**config.mk**
```make
export PLATFORM = sky130hd
export DESIGN_NAME = arm_decode_stage_flat
export DESIGN_NICKNAME = d
export VERILOG_FILES = /design/src/rtl/arm_decode_stage_if.sv /design/src/rtl/arm_decode_stage.sv /design/src/flat_wrapper.sv
export SDC_FILE = /design/constraint.sdc
export NUM_CORES = 1
export LEC_CHECK = 0
export BUFFER_PORTS_ARGS = -buffer_cell sky130_fd_sc_hd__buf_2
export CORE_AREA = 10 10 84 64
export CTS_CLUSTER_SIZE = 30
export DETAILED_ROUTE_END_ITERATION = 8
export DIE_AREA = 0 0 94 74
export PLACE_DENSITY = 0.73
export SYNTH_ARGS = -nofsm -noshare
export SYNTH_HDL_FRONTEND = slang
export SYNTH_SLANG_ARGS = --single-unit
```
**constraint.sdc**
```tcl
create_clock -name clk -period 0.9 [get_ports clk]
set_input_delay 0 -clock clk [delete_from_list [all_inputs] [get_ports clk]]
set_output_delay 0 -clock clk [all_outputs]
set_load 0.01 [all_outputs]
```
**src/rtl/arm_decode_stage_if.sv**
```systemverilog
// Fetch-to-decode bundle: instruction and handshake in, registered decode fields and controls out.
// The master side drives the instruction; the slave side is the decode stage.
interface arm_decode_stage_if #(parameter int INSTR_W = 32);
  logic [INSTR_W-1:0] Instruction;
  logic               valid_in;
  logic               stall;
  logic               flush;
  logic [3:0]         cond_d;
  logic [1:0]         op_d;
  logic [3:0]         cmd_d;
  logic [3:0]         rn_d;
  logic [3:0]         rd_d;
  logic [3:0]         rm_d;
  logic [11:0]        src2_d;
  logic               imm_en_d;
  logic               set_flags_d;
  logic               reg_write_d;
  logic               mem_write_d;
  logic               mem_to_reg_d;
  logic               branch_d;
  logic               valid_out;
  logic               hazard_stall;

  modport master (
    output Instruction, valid_in, stall, flush,
    input  cond_d, op_d, cmd_d, rn_d, rd_d, rm_d, src2_d, imm_en_d, set_flags_d,
           reg_write_d, mem_write_d, mem_to_reg_d, branch_d, valid_out, hazard_stall
  );

  modport slave (
    input  Instruction, valid_in, stall, flush,
    output cond_d, op_d, cmd_d, rn_d, rd_d, rm_d, src2_d, imm_en_d, set_flags_d,
           reg_write_d, mem_write_d, mem_to_reg_d, branch_d, valid_out, hazard_stall
  );
endinterface

```
**src/rtl/arm_decode_stage.sv**
```systemverilog
// ARM decode pipeline register with optional load-use bubble insertion.
// Define DECODE_HAZARD_EN to enable load-use detection, the BUBBLE state and hazard_stall.
module arm_decode_stage #(
  parameter int INSTR_W = 32
) (
  input logic               clk,
  input logic               reset,
  arm_decode_stage_if.slave bus
);

  typedef enum logic {RUN, BUBBLE} state_e;

  typedef struct packed {
    logic [3:0]  cond;
    logic [1:0]  op;
    logic [3:0]  cmd;
    logic [3:0]  rn;
    logic [3:0]  rd;
    logic [11:0] src2;
    logic        imm_en;
    logic        set_flags;
    logic        reg_write;
    logic        mem_write;
    logic        mem_to_reg;
    logic        branch;
    logic        valid;
  } dec_t;

  // An invalid word or op 11 decodes to an all-zero bubble.
  function automatic dec_t decode(input logic [31:0] ins, input logic v);
    dec_t d;
    d = '0;
    if (v && ins[27:26] != 2'b11) begin
      d.cond      = ins[31:28];
      d.op        = ins[27:26];
      d.imm_en    = ins[25];
      d.cmd       = ins[24:21];
      d.set_flags = ins[20];
      d.rn        = ins[19:16];
      d.rd        = ins[15:12];
      d.src2      = ins[11:0];
      d.valid     = 1'b1;
      case (ins[27:26])
        2'b00:   d.reg_write = (ins[24:23] != 2'b10);
        2'b01: begin
          d.reg_write  = ins[20];
          d.mem_to_reg = ins[20];
          d.mem_write  = ~ins[20];
        end
        default: begin
          d.branch    = 1'b1;
          d.reg_write = ins[24];
        end
      endcase
    end
    return d;
  endfunction

  logic [INSTR_W-1:0] instr;
  state_e             state_q, state_d;
  dec_t               dec_q, dec_d;
  logic               hazard;

  assign instr = bus.Instruction;

  always_comb begin
    hazard  = 1'b0;
    state_d = state_q;
    dec_d   = dec_q;
`ifdef DECODE_HAZARD_EN
    // A registered LDR feeds the incoming rn, or its rm for register-form data ops.
    hazard = (state_q == RUN) && dec_q.valid && dec_q.mem_to_reg && bus.valid_in &&
             !bus.flush && !bus.stall &&
             ((instr[19:16] == dec_q.rd) ||
              (!instr[25] && instr[27:26] == 2'b00 && instr[3:0] == dec_q.rd));
`endif
    if (bus.flush) begin
      dec_d   = '0;
      state_d = RUN;
    end else if (bus.stall) begin
      dec_d   = dec_q;
      state_d = state_q;
    end else if (hazard) begin
      dec_d   = '0;
      state_d = BUBBLE;
    end else begin
      dec_d   = decode(instr, bus.valid_in);
      state_d = RUN;
    end
  end

  always_ff @(posedge clk or posedge reset) begin
    if (reset) begin
      state_q <= RUN;
      dec_q   <= '0;
    end else begin
      state_q <= state_d;
      dec_q   <= dec_d;
    end
  end

  assign bus.cond_d       = dec_q.cond;
  assign bus.op_d         = dec_q.op;
  assign bus.cmd_d        = dec_q.cmd;
  assign bus.rn_d         = dec_q.rn;
  assign bus.rd_d         = dec_q.rd;
  assign bus.rm_d         = dec_q.src2[3:0];
  assign bus.src2_d       = dec_q.src2;
  assign bus.imm_en_d     = dec_q.imm_en;
  assign bus.set_flags_d  = dec_q.set_flags;
  assign bus.reg_write_d  = dec_q.reg_write;
  assign bus.mem_write_d  = dec_q.mem_write;
  assign bus.mem_to_reg_d = dec_q.mem_to_reg;
  assign bus.branch_d     = dec_q.branch;
  assign bus.valid_out    = dec_q.valid;
  assign bus.hazard_stall = hazard;

endmodule

```
**src/flat_wrapper.sv**
```systemverilog
// flat-port wrapper written by rule: the top's interface ports become plain ports
module arm_decode_stage_flat 
#(
  parameter int INSTR_W = 32
)
  (clk, reset, bus_Instruction, bus_valid_in, bus_stall, bus_flush, bus_cond_d, bus_op_d, bus_cmd_d, bus_rn_d, bus_rd_d, bus_rm_d, bus_src2_d, bus_imm_en_d, bus_set_flags_d, bus_reg_write_d, bus_mem_write_d, bus_mem_to_reg_d, bus_branch_d, bus_valid_out, bus_hazard_stall);
  arm_decode_stage_if #(.INSTR_W(INSTR_W)) bus_i ();
  input logic clk;
  input logic reset;
  input wire logic [$bits(bus_i.Instruction)-1:0] bus_Instruction;
  input wire logic [$bits(bus_i.valid_in)-1:0] bus_valid_in;
  input wire logic [$bits(bus_i.stall)-1:0] bus_stall;
  input wire logic [$bits(bus_i.flush)-1:0] bus_flush;
  output wire logic [$bits(bus_i.cond_d)-1:0] bus_cond_d;
  output wire logic [$bits(bus_i.op_d)-1:0] bus_op_d;
  output wire logic [$bits(bus_i.cmd_d)-1:0] bus_cmd_d;
  output wire logic [$bits(bus_i.rn_d)-1:0] bus_rn_d;
  output wire logic [$bits(bus_i.rd_d)-1:0] bus_rd_d;
  output wire logic [$bits(bus_i.rm_d)-1:0] bus_rm_d;
  output wire logic [$bits(bus_i.src2_d)-1:0] bus_src2_d;
  output wire logic [$bits(bus_i.imm_en_d)-1:0] bus_imm_en_d;
  output wire logic [$bits(bus_i.set_flags_d)-1:0] bus_set_flags_d;
  output wire logic [$bits(bus_i.reg_write_d)-1:0] bus_reg_write_d;
  output wire logic [$bits(bus_i.mem_write_d)-1:0] bus_mem_write_d;
  output wire logic [$bits(bus_i.mem_to_reg_d)-1:0] bus_mem_to_reg_d;
  output wire logic [$bits(bus_i.branch_d)-1:0] bus_branch_d;
  output wire logic [$bits(bus_i.valid_out)-1:0] bus_valid_out;
  output wire logic [$bits(bus_i.hazard_stall)-1:0] bus_hazard_stall;
  assign bus_i.Instruction = bus_Instruction;
  assign bus_i.valid_in = bus_valid_in;
  assign bus_i.stall = bus_stall;
  assign bus_i.flush = bus_flush;
  assign bus_cond_d = bus_i.cond_d;
  assign bus_op_d = bus_i.op_d;
  assign bus_cmd_d = bus_i.cmd_d;
  assign bus_rn_d = bus_i.rn_d;
  assign bus_rd_d = bus_i.rd_d;
  assign bus_rm_d = bus_i.rm_d;
  assign bus_src2_d = bus_i.src2_d;
  assign bus_imm_en_d = bus_i.imm_en_d;
  assign bus_set_flags_d = bus_i.set_flags_d;
  assign bus_reg_write_d = bus_i.reg_write_d;
  assign bus_mem_write_d = bus_i.mem_write_d;
  assign bus_mem_to_reg_d = bus_i.mem_to_reg_d;
  assign bus_branch_d = bus_i.branch_d;
  assign bus_valid_out = bus_i.valid_out;
  assign bus_hazard_stall = bus_i.hazard_stall;
  arm_decode_stage #(.INSTR_W(INSTR_W)) u_core (.clk(clk), .reset(reset), .bus(bus_i));
endmodule
```
; After elaboration in Yosys (flattened, before gate mapping)
; Index checks and enable logic that the tools add are counted.
[classes]
mux = 6
bitwise = 1
reduce_logical = 3
n_eq_ne = 4
[op_table]
columns = op, count
row1 = two-way mux 37 bit, 3
row2 = inequality test 2 bit (second input constant), 2
row3 = equality test 2 x 1 -> 1 bit (second input constant), 1
row4 = logical NOT 2 bit, 1
row5 = two-way mux 2 bit, 1
row6 = inequality test 2 x 1 -> 1 bit (second input constant), 1
row7 = case mux 1 bit (2 select lines), 1
row8 = OR reduction 2 bit, 1
row9 = logical AND 1 bit, 1
row10 = two-way mux 1 bit, 1
row11 = inverter 1 bit, 1
[word_totals]
wordCells = 27
register_bits = 37
input_bits = 37

; Longest topological paths before layout
[logic_depth]
ltp_word = 6
mapped_depth = 4
depth_no_buf = 3

; Worst setup path after synthesis
; No wires, ideal clock.
[synth_path]
kind = input to register
start = input port bus_Instruction[26]
end = register u_core.dec_q, in the netlist u_core.bus.reg_write_d
t_required_ps = 836
t_arrival_ps = 902
path_slack_ps = -66
path_stages = 3
setup_ps = 64
path_cell_list = a2111oi_4 buf_6 a22o_2
[synth_between]
elab_chain_cells = 5
word_cells_on_any_way = 8
cone_classes = eq/ne (2) / mux (4) / reduce/logical (2)
[synth_lines]
columns = element, line_no
row1 = from (decl), flat_wrapper.sv:10  ; input wire logic [$bits(bus_i.Instruction)-1:0] bus_Instruction;
row2 = "equality test 2 x 1 -> 1 bit, or another cell as far along", arm_decode_stage.sv:43  ; case (ins[27:26])
row3 = case mux 1 bit (2 select lines) or logical AND 1 bit (tied branches), "arm_decode_stage.sv:43, arm_decode_stage.sv:33"
row4 = two-way mux 37 bit *, arm_decode_stage.sv:33  ; if (v && ins[27:26] != 2'b11) begin
row5 = two-way mux 37 bit *, arm_decode_stage.sv:80  ; end else if (bus.stall) begin
row6 = two-way mux 37 bit *, arm_decode_stage.sv:77  ; if (bus.flush) begin
row7 = to (signal assigned), arm_decode_stage.sv:95  ; dec_q <= '0;
row8 = to (signal assigned), arm_decode_stage.sv:98  ; dec_q <= dec_d;
row9 = to (decl), arm_decode_stage.sv:61  ; dec_t dec_q, dec_d;
; Every way passes the cells marked *; elsewhere a longest branch is shown, timed or not. The select of a mux whose other input is x is not followed.
; A chain may end at the register's enable or synchronous reset.

; Worst setup path in the final report
[layout_path]
start = register u_core.dec_q, in the netlist u_core.bus.imm_en_d
end = output port bus_imm_en_d
[layout_rtl]
columns = element, line_no
row1 = to (decl), flat_wrapper.sv:21  ; output wire logic [$bits(bus_i.imm_en_d)-1:0] bus_imm_en_d;
; No word-level cell between the ends.

==> metrics <==
grt total ovfl=0; largest net degree at the start of global routing=38; Worst EP arrival=approximately 0.83 ns; Buf+Inv Stages, Crit Path=1; Reg2Reg Depth=1; Int Power=2522 µW; Post-Layout Cell Count=260; Comb pwr share=0.146; Max Buffers Root-to-Sink=2; Setup Crit Path Kind=reg -> out; Final Util=0.6020; CORE AREA=3804 µm²; vias in the first global route=1459; first-pass GRT wire length=7258 µm; DRT Pass-1 Iters=4; Initial Util=0.3799; Clk pwr share=0.330; crit share post-route=0.9249; Layout Nets=243; CTS tree=done; Die W=94 µm; clock-pin transition on the worst setup and hold timing paths=around 0.07 ns; routed wire length=4306 µm; worst hold path cell count=4; Cell variety after synth=15; Setup Fix Bufs, Post-CTS=0; r2r endpoint=u_core.bus.imm_en_d; Lkg Pwr=0.001273 µW; worst flop-to-flop path startpoint=u_core.bus.imm_en_d; Port Buffers=between 70 and 80; Reg2Reg Setup Slack=0.15 ns; worst skew pair latency=0.28 ns; simple-gate share of the synthesized area=0.01645; synthesis warning total=0; cts bufs inserted=5; area growth from synthesis to layout=58.44%; xor/xnor share of the synthesized area=0; maximum vdd drop=0.9663 mV; pwr/cell area=1455 nW/µm²; post-placement cell area=approximately 1900 µm²; Setup violations, final=0; CP max-delay cell=dfrtp_1; MaxCap Viol Count=0; Worst EP required=0.90 ns; Sw Share=0.2430; minimum clock period=0.8325 ns; share of cells above drive strength 1=0.5797; Critical Path Start Type=flop; clock sink count=37; synth top area cells=dfrtp_1 (64%), a22o_2 (19%), a22o_1 (4.2%); Hold Crit Class=in -> reg; cell count after placement=221; count leader, synth=dfrtp_1; # DRC=0; Adder-Cell Fraction of Synth Area=0; DIE HEIGHT=74 µm; top_reg_cell synth=dfrtp_1; Crit. path cell count=1; total net switching power=approximately 810 µW; Seq pwr share=0.524; Total GRT Usage=0.1318; # H-tree levels=2; largest family of logic cells by synthesized area=compound AO/OA/AOI/OAI gates; max incr delay on CP=0.40 ns; unrepaired setup endpoints after global routing=false; Mean Syn Cell Area=between 15 and 20 µm²; sequential-to-total area share from yosys stat=0.6407; outcome=finished, final reports clean; Peak Freq=approximately 1200 MHz; Ports=79; Syn Inst Count=96; post-synthesis mux area share=0; Worst setup EP type=output pin; Synth Register Bits=37; via density per instance=about 4.8; Row Count=19; vias=roughly 1200; worst-path cell chain=buf_2; antenna-violating nets left=0; Final Hold Vio Count=0; die area=6956 µm²; Worst Setup EP=bus_imm_en_d; Synth top area share=0.6407; RePlAce Congestion=about 0.77; Setup crit start=u_core.bus.imm_en_d; number of synthesized flops with an enable pin=0; Synth async-reset ratio=1.000; compound-cell area share of the yosys netlist=0.2727; Min Hold Slack=0.06817 ns; drt first-iter violations=30; initial antenna violation count=0; wire per inst=16.56 µm; Final Slew Violations=0; final instance area=2290 µm²; family with the most delay on the worst path=flip-flops; area leader, netlist=dfrtp_1; commonest cells in the netlist=dfrtp_1 (37), a22o_2 (27), a22o_1 (7); Mapped Area=1445 µm²; Setup Skew=0 ns; CTS root buf=clkbuf_8; Worst Path Max Fanout=2; Synth Net Count=133; dpl hpwl=2942 µm
layout by cell type, fill, tap and decap left out:
master	instances
buf_2	76
diode_2	1
nor2b_1	1
clkbuf_8	5
a21o_1	1
nor3b_1	1
a32o_1	2
a22o_1	7
buf_4	6
a2111oi_4	1
clkinv_2	2
dlygate4sd3_1	30
nor2b_2	1
a22o_2	27
nand2_1	1
dlymetal6s4s_1	1
conb_1	1
clkbuf_1	1
inv_1	3
buf_12	2
dfrtp_1	37
o31ai_1	1
cell type report:
type / instances / area (µm²)
Inverter: 3 / 11.26
Multi-Input combinational cell: 44 / 424.2
Tap cell: 52 / 65.06
Sequential cell: 37 / 925.9
Clock inverter: 2 / 10.01
Fill cell: 326 / 1514
Timing Repair Buffer: 115 / 778.2
Antenna cell: 1 / 2.502
Clock buffer: 6 / 72.57
repair_timing:
| action | in CTS | in global routing |
|---|---|---|
| hold endpoints to repair | 67 | 0 |
| gates resized for setup | 0 | 1 |
| hold buffers | 31 | 0 |
| setup endpoints to repair | 0 | 1 |
worst min-delay path by stage:
stage	from	endpoint	slack (ns)
CTS	bus_Instruction[24]	u_core.bus.reg_write_d	0.07
global placement	reset	u_core.bus.cmd_d[0]	0.007
floorplan	bus_Instruction[27]	u_core.bus.branch_d	0.13
global route	bus_Instruction[24]	u_core.bus.reg_write_d	0.10
detailed placement	reset	u_core.bus.cond_d[1]	0.01
finish	bus_Instruction[24]	u_core.bus.reg_write_d	0.07
cell families (layout without fill, tap and decap cells):
kind of cell	after synthesis	after routing
buf+inv	15	126
flops	37	37
compound gates	39	39
other cells	1	2
simple gates	4	4
power by group through the flow:
stage	Combinational, µW	Sequential [µW]	Clock [µW]
after floorplan	153	1800	0
after global placement	376	1770	0
after detailed placement	386	1780	0
after CTS	491	1740	1150
after global routing	538	1750	1210
final	487	1750	1100
through the flow:
step / total power (µW) / setup TNS [ns] / setup slack [ns]
detailed placement: 2162 / -3.599 / -0.1304
floorplan: 1956 / -1.922 / -0.06595
finish: 3331 / 0 / 0.06755
global placement: 2150 / -2.330 / -0.09109
global route: 3502 / 0 / 0.02173
CTS: 3385 / 0 / 0.01019
metal layers:
layer  vias up  part of all wire  track usage
li1        576                 -            -
met2        57              0.50       0.2303
met3        10              0.10      0.05528
met1       596              0.38       0.1346
met4         0             0.022      0.06723
met5         -                 0            0
state kept, by name, indices dropped and copies added (netlist names):
register	count
u_core.bus.valid_out	1
u_core.bus.set_flags_d	1
u_core.bus.mem_to_reg_d	1
u_core.bus.rn_d	4
u_core.bus.cond_d	4
u_core.bus.op_d	2
u_core.bus.src2_d	12
u_core.bus.rd_d	4
u_core.bus.imm_en_d	1
u_core.bus.mem_write_d	1
u_core.bus.reg_write_d	1
u_core.bus.cmd_d	4
u_core.bus.branch_d	1
Note: power is estimated with default switching activity, not from simulation.
